### src/rtl/msalu_pkg.sv
// msalu_pkg: opcode, function-select and sequencer state definitions shared by msalu_ctrl and msALU.
package msalu_pkg;
    typedef enum logic [3:0] {
        OP_LOAD = 4'd0,
        OP_MOV  = 4'd1,
        OP_ADD  = 4'd2,
        OP_SUB  = 4'd3,
        OP_INV  = 4'd4,
        OP_AND  = 4'd5,
        OP_OR   = 4'd6,
        OP_XOR  = 4'd7
    } op_t;
    localparam logic [2:0] FN_ADD = 3'd0;
    localparam logic [2:0] FN_SUB = 3'd1;
    localparam logic [2:0] FN_INV = 3'd2;
    localparam logic [2:0] FN_AND = 3'd3;
    localparam logic [2:0] FN_OR  = 3'd4;
    localparam logic [2:0] FN_XOR = 3'd5;
    typedef enum logic [2:0] {IDLE, T1, T2, T3, T4} state_t;
    function automatic logic [2:0] fn_of(input logic [3:0] op);
        return op[2:0] - 3'd2;
    endfunction
endpackage

### src/rtl/onehot_dec.sv
// onehot_dec: register index to one-hot enable vector, all zero when disabled.
module onehot_dec #(
    parameter int RW = 3
) (
    input  logic [RW-1:0]    idx,
    input  logic             en,
    output logic [2**RW-1:0] oh
);
    localparam int NREG = 2**RW;
    assign oh = en ? ({{(NREG-1){1'b0}}, 1'b1} << idx) : '0;
endmodule

### src/rtl/msalu_ctrl.sv
// msalu_ctrl: decodes a latched instruction and sequences the msALU bus strobes, one instruction per EXEC rise.
module msalu_ctrl
    import msalu_pkg::*;
#(
    parameter int RW = 3
) (
    input  logic             CLKb,
    input  logic             RST,
    input  logic [3+2*RW:0]  INSTR,
    input  logic             EXEC,
    output logic [2**RW-1:0] Rout,
    output logic [2**RW-1:0] Rin,
    output logic             ExtOut,
    output logic             Ain,
    output logic             Gin,
    output logic             Gout,
    output logic [2:0]       FN,
    output logic             BUSY,
    output logic             DONE
);
    localparam int IW = 4 + 2*RW;

    state_t          state_q, state_d;
    logic [IW-1:0]   ir_q, ir_d;
    logic            exec_q, exec_d;
    logic [3:0]      op;
    logic [RW-1:0]   rx, ry, rout_idx;
    logic            is_alu, t1, t2, t3, t4, rout_en, rin_en;

    assign op     = ir_q[IW-1 -: 4];
    assign rx     = ir_q[2*RW-1 -: RW];
    assign ry     = ir_q[RW-1:0];
    assign is_alu = (op >= OP_ADD) && (op <= OP_XOR);

    always_ff @(negedge CLKb or posedge RST) begin
        if (RST) begin
            state_q <= IDLE;
            ir_q    <= '0;
            exec_q  <= 1'b0;
        end else begin
            state_q <= state_d;
            ir_q    <= ir_d;
            exec_q  <= exec_d;
        end
    end

    always_comb begin
        state_d = state_q;
        ir_d    = ir_q;
        exec_d  = EXEC;
        case (state_q)
            IDLE: if (EXEC && !exec_q) begin
                state_d = T1;
                ir_d    = INSTR;
            end
            T1:      state_d = is_alu ? T2 : IDLE;
            T2:      state_d = T3;
            T3:      state_d = T4;
            default: state_d = IDLE;
        endcase
    end

    // Outputs depend only on registered state and IR, so reset clears them at once.
    always_comb begin
        t1       = state_q == T1;
        t2       = state_q == T2;
        t3       = state_q == T3;
        t4       = state_q == T4;
        ExtOut   = t1 && op == OP_LOAD;
        rout_en  = (t1 && (op == OP_MOV || is_alu)) || t2;
        rout_idx = (t1 && is_alu) ? rx : ry;
        rin_en   = (t1 && (op == OP_LOAD || op == OP_MOV)) || t4;
        Ain      = t1 && is_alu;
        Gin      = t2;
        Gout     = t3;
        FN       = t2 ? fn_of(op) : FN_ADD;
        BUSY     = state_q != IDLE;
        DONE     = (t1 && !is_alu) || t4;
    end

    onehot_dec #(.RW(RW)) u_rout (.idx(rout_idx), .en(rout_en), .oh(Rout));
    onehot_dec #(.RW(RW)) u_rin  (.idx(rx),       .en(rin_en),  .oh(Rin));
endmodule
### config.mk
export PLATFORM = sky130hd
export DESIGN_NAME = msalu_ctrl
export DESIGN_NICKNAME = d
export VERILOG_FILES = /design/src/rtl/msalu_pkg.sv /design/src/rtl/onehot_dec.sv /design/src/rtl/msalu_ctrl.sv
export SDC_FILE = /design/constraint.sdc
export NUM_CORES = 1
export LEC_CHECK = 0
export BUFFER_PORTS_ARGS = -buffer_cell sky130_fd_sc_hd__clkbuf_2
export CORE_AREA = 4 4 48 50
export CTS_BUF_LIST = sky130_fd_sc_hd__clkbuf_8
export DETAILED_ROUTE_END_ITERATION = 10
export DIE_AREA = 0 0 52 54
export GPL_ROUTABILITY_DRIVEN = 1
export GPL_TIMING_DRIVEN = 0
export PLACE_DENSITY = 0.82
export SLEW_MARGIN = 20
export SYNTH_ARGS = -nofsm -noshare
export SYNTH_HDL_FRONTEND = slang
export SYNTH_SLANG_ARGS = --single-unit
export TNS_END_PERCENT = 50
### constraint.sdc
create_clock -name CLKb -period 2.2 [get_ports CLKb]
set_input_delay 0.33 -clock CLKb [delete_from_list [all_inputs] [get_ports CLKb]]
set_output_delay 0.33 -clock CLKb [all_outputs]
set_load 0.05 [all_outputs]
==> results.json, run 1 <==
{
  "status": "aborted with a tool error",
  "lastStage": "global routing (5_1_grt)",
  "error_line": "[ERROR DPL-0038] Utilization greater than 100%, impossible to legalize",
  "async_reset_ff_frac": 1.00,
  "yosysUniqueCellTypes": 34,
  "die_w_um": 52,
  "num_rows": 16,
  "start_util": 0.520,
  "htree_levels": 1,
  "gp_congestion": 0.773,
  "cts_buffer_depth": 2,
  "syn-cell-area_um2": 990,
  "yosys_most_used_dff": "dfrtn_1",
  "syn_nets": 114,
  "port_buffers": 37,
  "io_pins": 38,
  "numCtsBuffers": 3,
  "clkSinkCount": 14,
  "synth-edff-count": 0,
  "grt-worst-endpoint": "Rout[4]",
  "syn-instance-count": 101,
  "grt_start_max_net_pins": 15,
  "cts_root_buf": "clkbuf_8",
  "dpl.hpwl_um": 1930,
  "worstEpCategory": "top-level output",
  "die_height_um": 54,
  "synth_seq_cells": 14,
  "yosys_warnings": 0,
  "yosysSeqAreaShare": 0.354,
  "avgSynthCellArea_um2": 9.80
}
==> cells in the mapped netlist (2+ instances only) <==
| cell type | instances | area share |
|---|---|---|
| a21boi_0 | 2 | 0.015 |
| inv_1 | 6 | 0.023 |
| nand2_1 | 10 | 0.038 |
| nand2b_1 | 2 | 0.013 |
| o21ai_0 | 4 | 0.020 |
| o32ai_1 | 3 | 0.027 |
| nor2_1 | 11 | 0.042 |
| dfrtn_1 | 14 | 0.35 |
| a21oi_1 | 4 | 0.020 |
| a32o_1 | 3 | 0.030 |
| buf_6 | 2 | 0.023 |
| mux2_2 | 10 | 0.11 |
| nor2b_1 | 7 | 0.044 |
| nor4_2 | 3 | 0.038 |
==> cell families after synthesis <==
kind of cell	synth area share
flops	0.354
buf+inv	0.0581
mux	0.114
simple gates	0.314
compound gates	0.161
==> per-stage QoR <==
step	worst slack [ns]	std cells	area, um^2
4_1_cts	-1.10	187	1820
3_3_place_gp	-0.983	165	1360
3_5_place_dp	-1.03	165	1360
2_1_floorplan	-0.985	101	1140
==> what timing repair did <==
item,CTS
hold buffers,0
pin swaps,8
endpoints found under the setup margin,35
endpoints found under the hold margin,0
resized for setup,59
buffers inserted,19
==> run 2: changes to the inputs <==
CORE_AREA = 4 4 65 67   (was 4 4 48 50)
CTS_BUF_LIST = unset   (was sky130_fd_sc_hd__clkbuf_8)
DIE_AREA = 0 0 69 71   (was 0 0 52 54)
PLACE_DENSITY = unset   (was 0.82)
PLACE_DENSITY_LB_ADDON = 0.15   (was unset)
==> run 2 against run 1 <==
The flow now finishes, with violations (negative setup slack). Synthesized cell count unchanged. Synthesized area unchanged.
==> results.json, run 2 <==
{
  "async_reset_ff_frac": 1.00,
  "grt_pass1_vias": 1064,
  "die_area_um2": 4900,
  "cts_root_buf": "clkbuf_8",
  "crit_required_ns": 1.87,
  "synth_fa_ha_area_frac": 0,
  "synth_seq_cells": 14,
  "crit_arrival_ns": 2.97,
  "max_cap_violations": 0,
  "holdWs_ns": 0.502,
  "drv_slew": 0,
  "post-route-cell-area_um2": 2020,
  "drc": 0,
  "yosysUniqueCellTypes": 34,
  "synth_common_cells": "dfrtn_1 (14), nor2_1 (11), mux2_2 (10), nand2_1 (10), nor2b_1 (7)",
  "hold_class": "flip-flop to flip-flop",
  "nFillCells": 317,
  "syn-instance-count": 101,
  "antenna_found_initial": 0,
  "regMostFlops": "ir_q",
  "cts_tree": "yes",
  "die_w_um": 69,
  "clk_pin_slew_worst_paths_ns": 0.04,
  "final_common_cell": "buf_4",
  "synth_top_family_by_area": "simple AND/OR/NAND/NOR gates",
  "yosysTopAreaCell": "dfrtn_1",
  "rsz0062_at_grt": "true",
  "coreArea_um2": 3630,
  "largest_reg_flops": 10,
  "clkSinkCount": 14,
  "antenna_cells": 0,
  "critPathKind": "flip-flop to output pin",
  "tns_ns": -23.90,
  "cts_buffer_depth": 2,
  "yosys_warnings": 0,
  "top_regs": "ir_q x10, state_q x3, exec_q x1",
  "drt_iter0_drc": 11,
  "synth_top_area_frac": 0.354,
  "violations": "negative setup slack",
  "layout_common_cells": "buf_4 (21), dfrtn_1 (14), buf_8 (13)",
  "finalClockSkew_ns": 0.00248,
  "numCtsBuffers": 3,
  "fin_ws_ns": -1.10,
  "num_rows": 22,
  "yosys_most_used_dff": "dfrtn_1",
  "die_height_um": 71,
  "drt_first_pass_iters": 4,
  "final_antenna_net_count": 0,
  "wirelength_um": 3350,
  "grt_pass1_wl_um": 5150,
  "dp.cells": 186,
  "vias": 1028,
  "start_util": 0.272,
  "port_buffers": 37,
  "min_path_cells": 1,
  "grt-ovfl-total": 0,
  "yosysSeqAreaShare": 0.354,
  "finalSetupViolCount": 25,
  "pwr_density_cell_nw_per_um2": 1440,
  "final_cells": 217,
  "p_total_mw": 2.90,
  "syn_nets": 114,
  "irDropWorstVdd_v": 0.000708,
  "post-place-ws_ns": -1.02,
  "ys_top_cells_by_area": "dfrtn_1 (35%), mux2_2 (11%), nor2b_1 (4.4%)",
  "fin_util": 0.555,
  "synth_compound_area_frac": 0.161,
  "layout.nets": 183,
  "synthXorXnorAreaFrac": 0,
  "gp_congestion": 0.725,
  "status": "finished with violations",
  "synth-edff-count": 0,
  "vias_per_cell": 4.74,
  "syn-cell-area_um2": 990,
  "post_dp_cell_area_um2": 1380,
  "tightest_slew_ns": 0.539,
  "leakage_nw": 0.864,
  "yosys.area_share.simple": 0.314,
  "drive_above_1_share": 0.680,
  "clkLatencyLatePin_ns": 0.26,
  "grt_usage": 0.130,
  "relSlewSlack": 0.640,
  "avgSynthCellArea_um2": 9.80,
  "critPathCaptureType": "output pin",
  "syn_to_final_growth_pct": 104,
  "reg2regPathDepth": 4,
  "grt_start_max_net_pins": 15,
  "crit_path_start_kind": "flip-flop",
  "synthMuxAreaShare": 0.114,
  "wire_per_inst_um": 15.4,
  "final_hold_viol_count": 0,
  "dpl.hpwl_um": 2120,
  "worst-path-max-fanout": 7,
  "io_pins": 38,
  "synth.most_common_cell": "dfrtn_1",
  "htree_levels": 1
}
==> run 2: cell counts after synthesis <==
Identical to the previous run, type by type.
==> run 2: area by class of cell <==
| cell class | count | area (um^2) | area share |
|---|---|---|---|
| Multi-Input combinational cell | 78 | 852 | 0.422 |
| Inverter | 6 | 26.3 | 0.0130 |
| Tap cell | 48 | 60.1 | 0.0298 |
| Sequential cell | 14 | 350 | 0.174 |
| Timing Repair Buffer | 64 | 639 | 0.317 |
| Clock buffer | 4 | 55.1 | 0.0273 |
| Buffer | 3 | 35.0 | 0.0174 |
==> run 2: report_power, final <==
| part | total (mW) | leakage [nW] | switching, mW | internal, mW |
|---|---|---|---|---|
| combinational | 2.11 | 0.665 | 1.17 | 0.944 |
| sequential | 0.548 | 0.169 | 0.167 | 0.380 |
| clock | 0.243 | 0.0288 | 0.0845 | 0.158 |
==> run 2: routing by layer <==
metal  up-vias  routed length (um)  global-route usage  part of all wire
li1        506                   -                   -                 -
met4         0                  51              0.0456             0.015
met5         -                   0                   0                 0
met3         4                 148              0.0199             0.044
met1       492                1300               0.151              0.39
met2        26                1850               0.240              0.55
==> run 2: cells by family (layout without fill, tap and decap cells) <==
group | Yosys count | after routing
compound gates | 21 | 21
flops | 14 | 14
simple gates | 47 | 47
buf+inv | 9 | 77
mux | 10 | 10
==> run 2: worst paths after layout <==
path                                        start                  end  slack [ns]
max                        state_q[0]$_DFFE_NP0P_               Rin[0]       -1.10
min                           ir_q[1]$_DFFE_NP0P_  ir_q[1]$_DFFE_NP0P_        0.50
max reg2reg                state_q[0]$_DFFE_NP0P_  ir_q[5]$_DFFE_NP0P_        0.74
min reg2reg                   ir_q[1]$_DFFE_NP0P_  ir_q[1]$_DFFE_NP0P_        0.50
max in group asynchronous                     RST  ir_q[1]$_DFFE_NP0P_        0.74
min in group asynchronous                     RST  ir_q[8]$_DFFE_NP0P_        1.08
==> run 2: critical path, stage by stage, from the launching register on <==
cell	delay [ns]
dfrtn_1	0.50
or2b_1	0.29
o31a_4	0.37
nor4b_4	0.23
clkbuf_8	0.22
==> run 2: repair_timing <==
item / CTS / global route
buffers inserted: 18 / 9
hold buffers: 0 / 0
pin swaps: 16 / 10
endpoints found under the setup margin: 35 / 35
resized for setup: 66 / 30
No activity file was read; power rests on OpenSTA's default activity.
==> run 3: changes to the inputs <==
PLACE_DENSITY_LB_ADDON = unset   (was 0.15)
==> run 3 against run 2 <==
The flow still finishes with violations (negative setup slack). Cell count shrank 4.6%. Sequential power shrank 4.2%. Highest routed layer unchanged. Setup slack lost 0.0049 ns. Worst hold slack gained 0.0064 ns. Clock power is essentially flat.
==> results.json, run 3 (same netlist as run 2, synthesis figures left out) <==
{
  "layout_common_cells": "clkbuf_2 (16), buf_8 (15), dfrtn_1 (14), buf_4 (14), mux2_2 (10)",
  "regMostFlops": "ir_q",
  "holdWs_ns": 0.509,
  "critPathCaptureType": "output pin",
  "rr_endpoint": "ir_q[3]$_DFFE_NP0P_",
  "cts_tree": "yes",
  "slowest_delay_ns": 0.45,
  "switchingPower_mw": 1.33,
  "irDropWorstVdd_v": 0.000702,
  "post_dp_cell_area_um2": 1380,
  "leakage_nw": 0.791,
  "rsz0062_at_grt": "true",
  "wirelength_um": 2980,
  "largest_reg_flops": 10,
  "drt_first_pass_iters": 4,
  "gp_congestion": 0.758,
  "grt_pass1_wl_um": 4650,
  "tightest_slew_ns": 0.543,
  "grt_start_max_net_pins": 15,
  "coreArea_um2": 3630,
  "top_regs": "ir_q x10, state_q x3, exec_q x1",
  "final_antenna_net_count": 0,
  "clkLatencyLatePin_ns": 0.26,
  "drt_iter0_drc": 40,
  "tns_ns": -23.64,
  "post-place-ws_ns": -1.03,
  "pwr_density_cell_nw_per_um2": 1430,
  "cts_root_buf": "clkbuf_8",
  "hold_class": "flip-flop to flip-flop",
  "clk_pin_slew_worst_paths_ns": 0.04,
  "drv_slew": 0,
  "grtUsageMet1": 0.138,
  "die_w_um": 69,
  "final_common_cell": "clkbuf_2",
  "crit_arrival_ns": 2.97,
  "grt_use_met2": 0.212,
  "cp-startpoint": "state_q[0]$_DFFE_NP0P_",
  "crit_cells": 4,
  "final_hold_viol_count": 0,
  "status": "finished with violations",
  "vias": 974,
  "post-route-cell-area_um2": 1860,
  "vias_per_cell": 4.71,
  "top_usage_layer": "met2",
  "die_area_um2": 4900,
  "start_util": 0.272,
  "numCtsBuffers": 3,
  "finalSetupViolCount": 25,
  "syn_to_final_growth_pct": 88.0,
  "grt_usage": 0.116,
  "drc": 0,
  "cp_top_family": "simple AND/OR/NAND/NOR gates",
  "layout.nets": 173,
  "power_frac_comb": 0.711,
  "htree_levels": 1,
  "p_int_mw": 1.34,
  "num_rows": 22,
  "fin_ws_ns": -1.10,
  "clkSinkCount": 14,
  "die_height_um": 71,
  "drive_above_1_share": 0.660,
  "crit_path_end": "Rin[0]",
  "seqPwrFrac": 0.197,
  "cp_slowest_cell": "dfrtn_1",
  "path_buf_inv": 1,
  "dpl.hpwl_um": 2180,
  "port_buffers": 37,
  "crit_path_start_kind": "flip-flop",
  "finalClockSkew_ns": 0.00603,
  "grtUsageMet3": 0.00994,
  "p_clk_frac": 0.092,
  "wire_per_inst_um": 14.4,
  "grt_pass1_vias": 990,
  "worst-path-max-fanout": 8,
  "crit_required_ns": 1.87,
  "r2r_start": "state_q[2]$_DFFE_NP0P_",
  "max_cap_violations": 0,
  "violations": "negative setup slack",
  "path_cells": "or2b_1, o31a_4, nor4b_4, clkbuf_8",
  "antenna_found_initial": 0,
  "swShare": 0.499,
  "critPathKind": "flip-flop to output pin",
  "io_pins": 38,
  "reg2reg_slack_ns": 0.75,
  "antenna_cells": 0,
  "grt-ovfl-total": 0,
  "min_from": "ir_q[1]$_DFFE_NP0P_",
  "hold_buffers": 0,
  "relSlewSlack": 0.638,
  "reg2regPathDepth": 3,
  "cts_buffer_depth": 2
}
-- run 3: routing by layer --
layer / up-vias / share of wire
li1: 483 / -
met1: 455 / 0.43
met2: 30 / 0.52
met3: 6 / 0.030
met4: 0 / 0.021
met5: - / 0
-- run 3: worst min path at each step --
stage | cells after the start | end
floorplan | 1 | ir_q[1]$_DFFE_NP0P_
global placement | 1 | ir_q[8]$_DFFE_NP0P_
detailed placement | 1 | ir_q[1]$_DFFE_NP0P_
CTS | 1 | ir_q[1]$_DFFE_NP0P_
global route | 1 | ir_q[1]$_DFFE_NP0P_
finish | 1 | ir_q[1]$_DFFE_NP0P_
-- run 3: worst reg2reg max path, stage by stage, from the launching register on --
cell and delay [ns]:
dfrtn_1 0.43, nor2_1 0.34, nand3_4 0.21, mux2_2 0.32
-- run 3: what timing repair did --
action | in CTS | in global routing
buffers inserted | 13 | 4
endpoints found under the setup margin | 35 | 35
resized for setup | 55 | 24
pin swaps | 11 | 7
-- run 3: area by class of cell --
class | count | area (um^2)
buffer | 3 | 35.0
fill | 320 | 1770
timing repair buffer | 54 | 520
clock buffer | 4 | 55.1
multi-input combinational | 78 | 813
sequential | 14 | 350
tap | 48 | 60.1
inverter | 6 | 26.3
-- run 3: power groups by stage --
stage	combinational (mW)	clock (mW)	sequential [mW]
final	1.90	0.245	0.525
after global routing	2.00	0.267	0.548
after CTS	1.76	0.253	0.523
after detailed placement	1.39	0	0.544
after global placement	1.36	0	0.539
after floorplan	1.17	0	0.500
-- run 3: stage by stage --
step | instances | utilization | power (mW)
global placement | 186 | 0.380 | 1.90
floorplan | 101 | - | 1.67
finish | 207 | 0.512 | 2.67
CTS | 203 | 0.486 | 2.53
global route | 207 | 0.512 | 2.82
detailed placement | 186 | 0.380 | 1.93
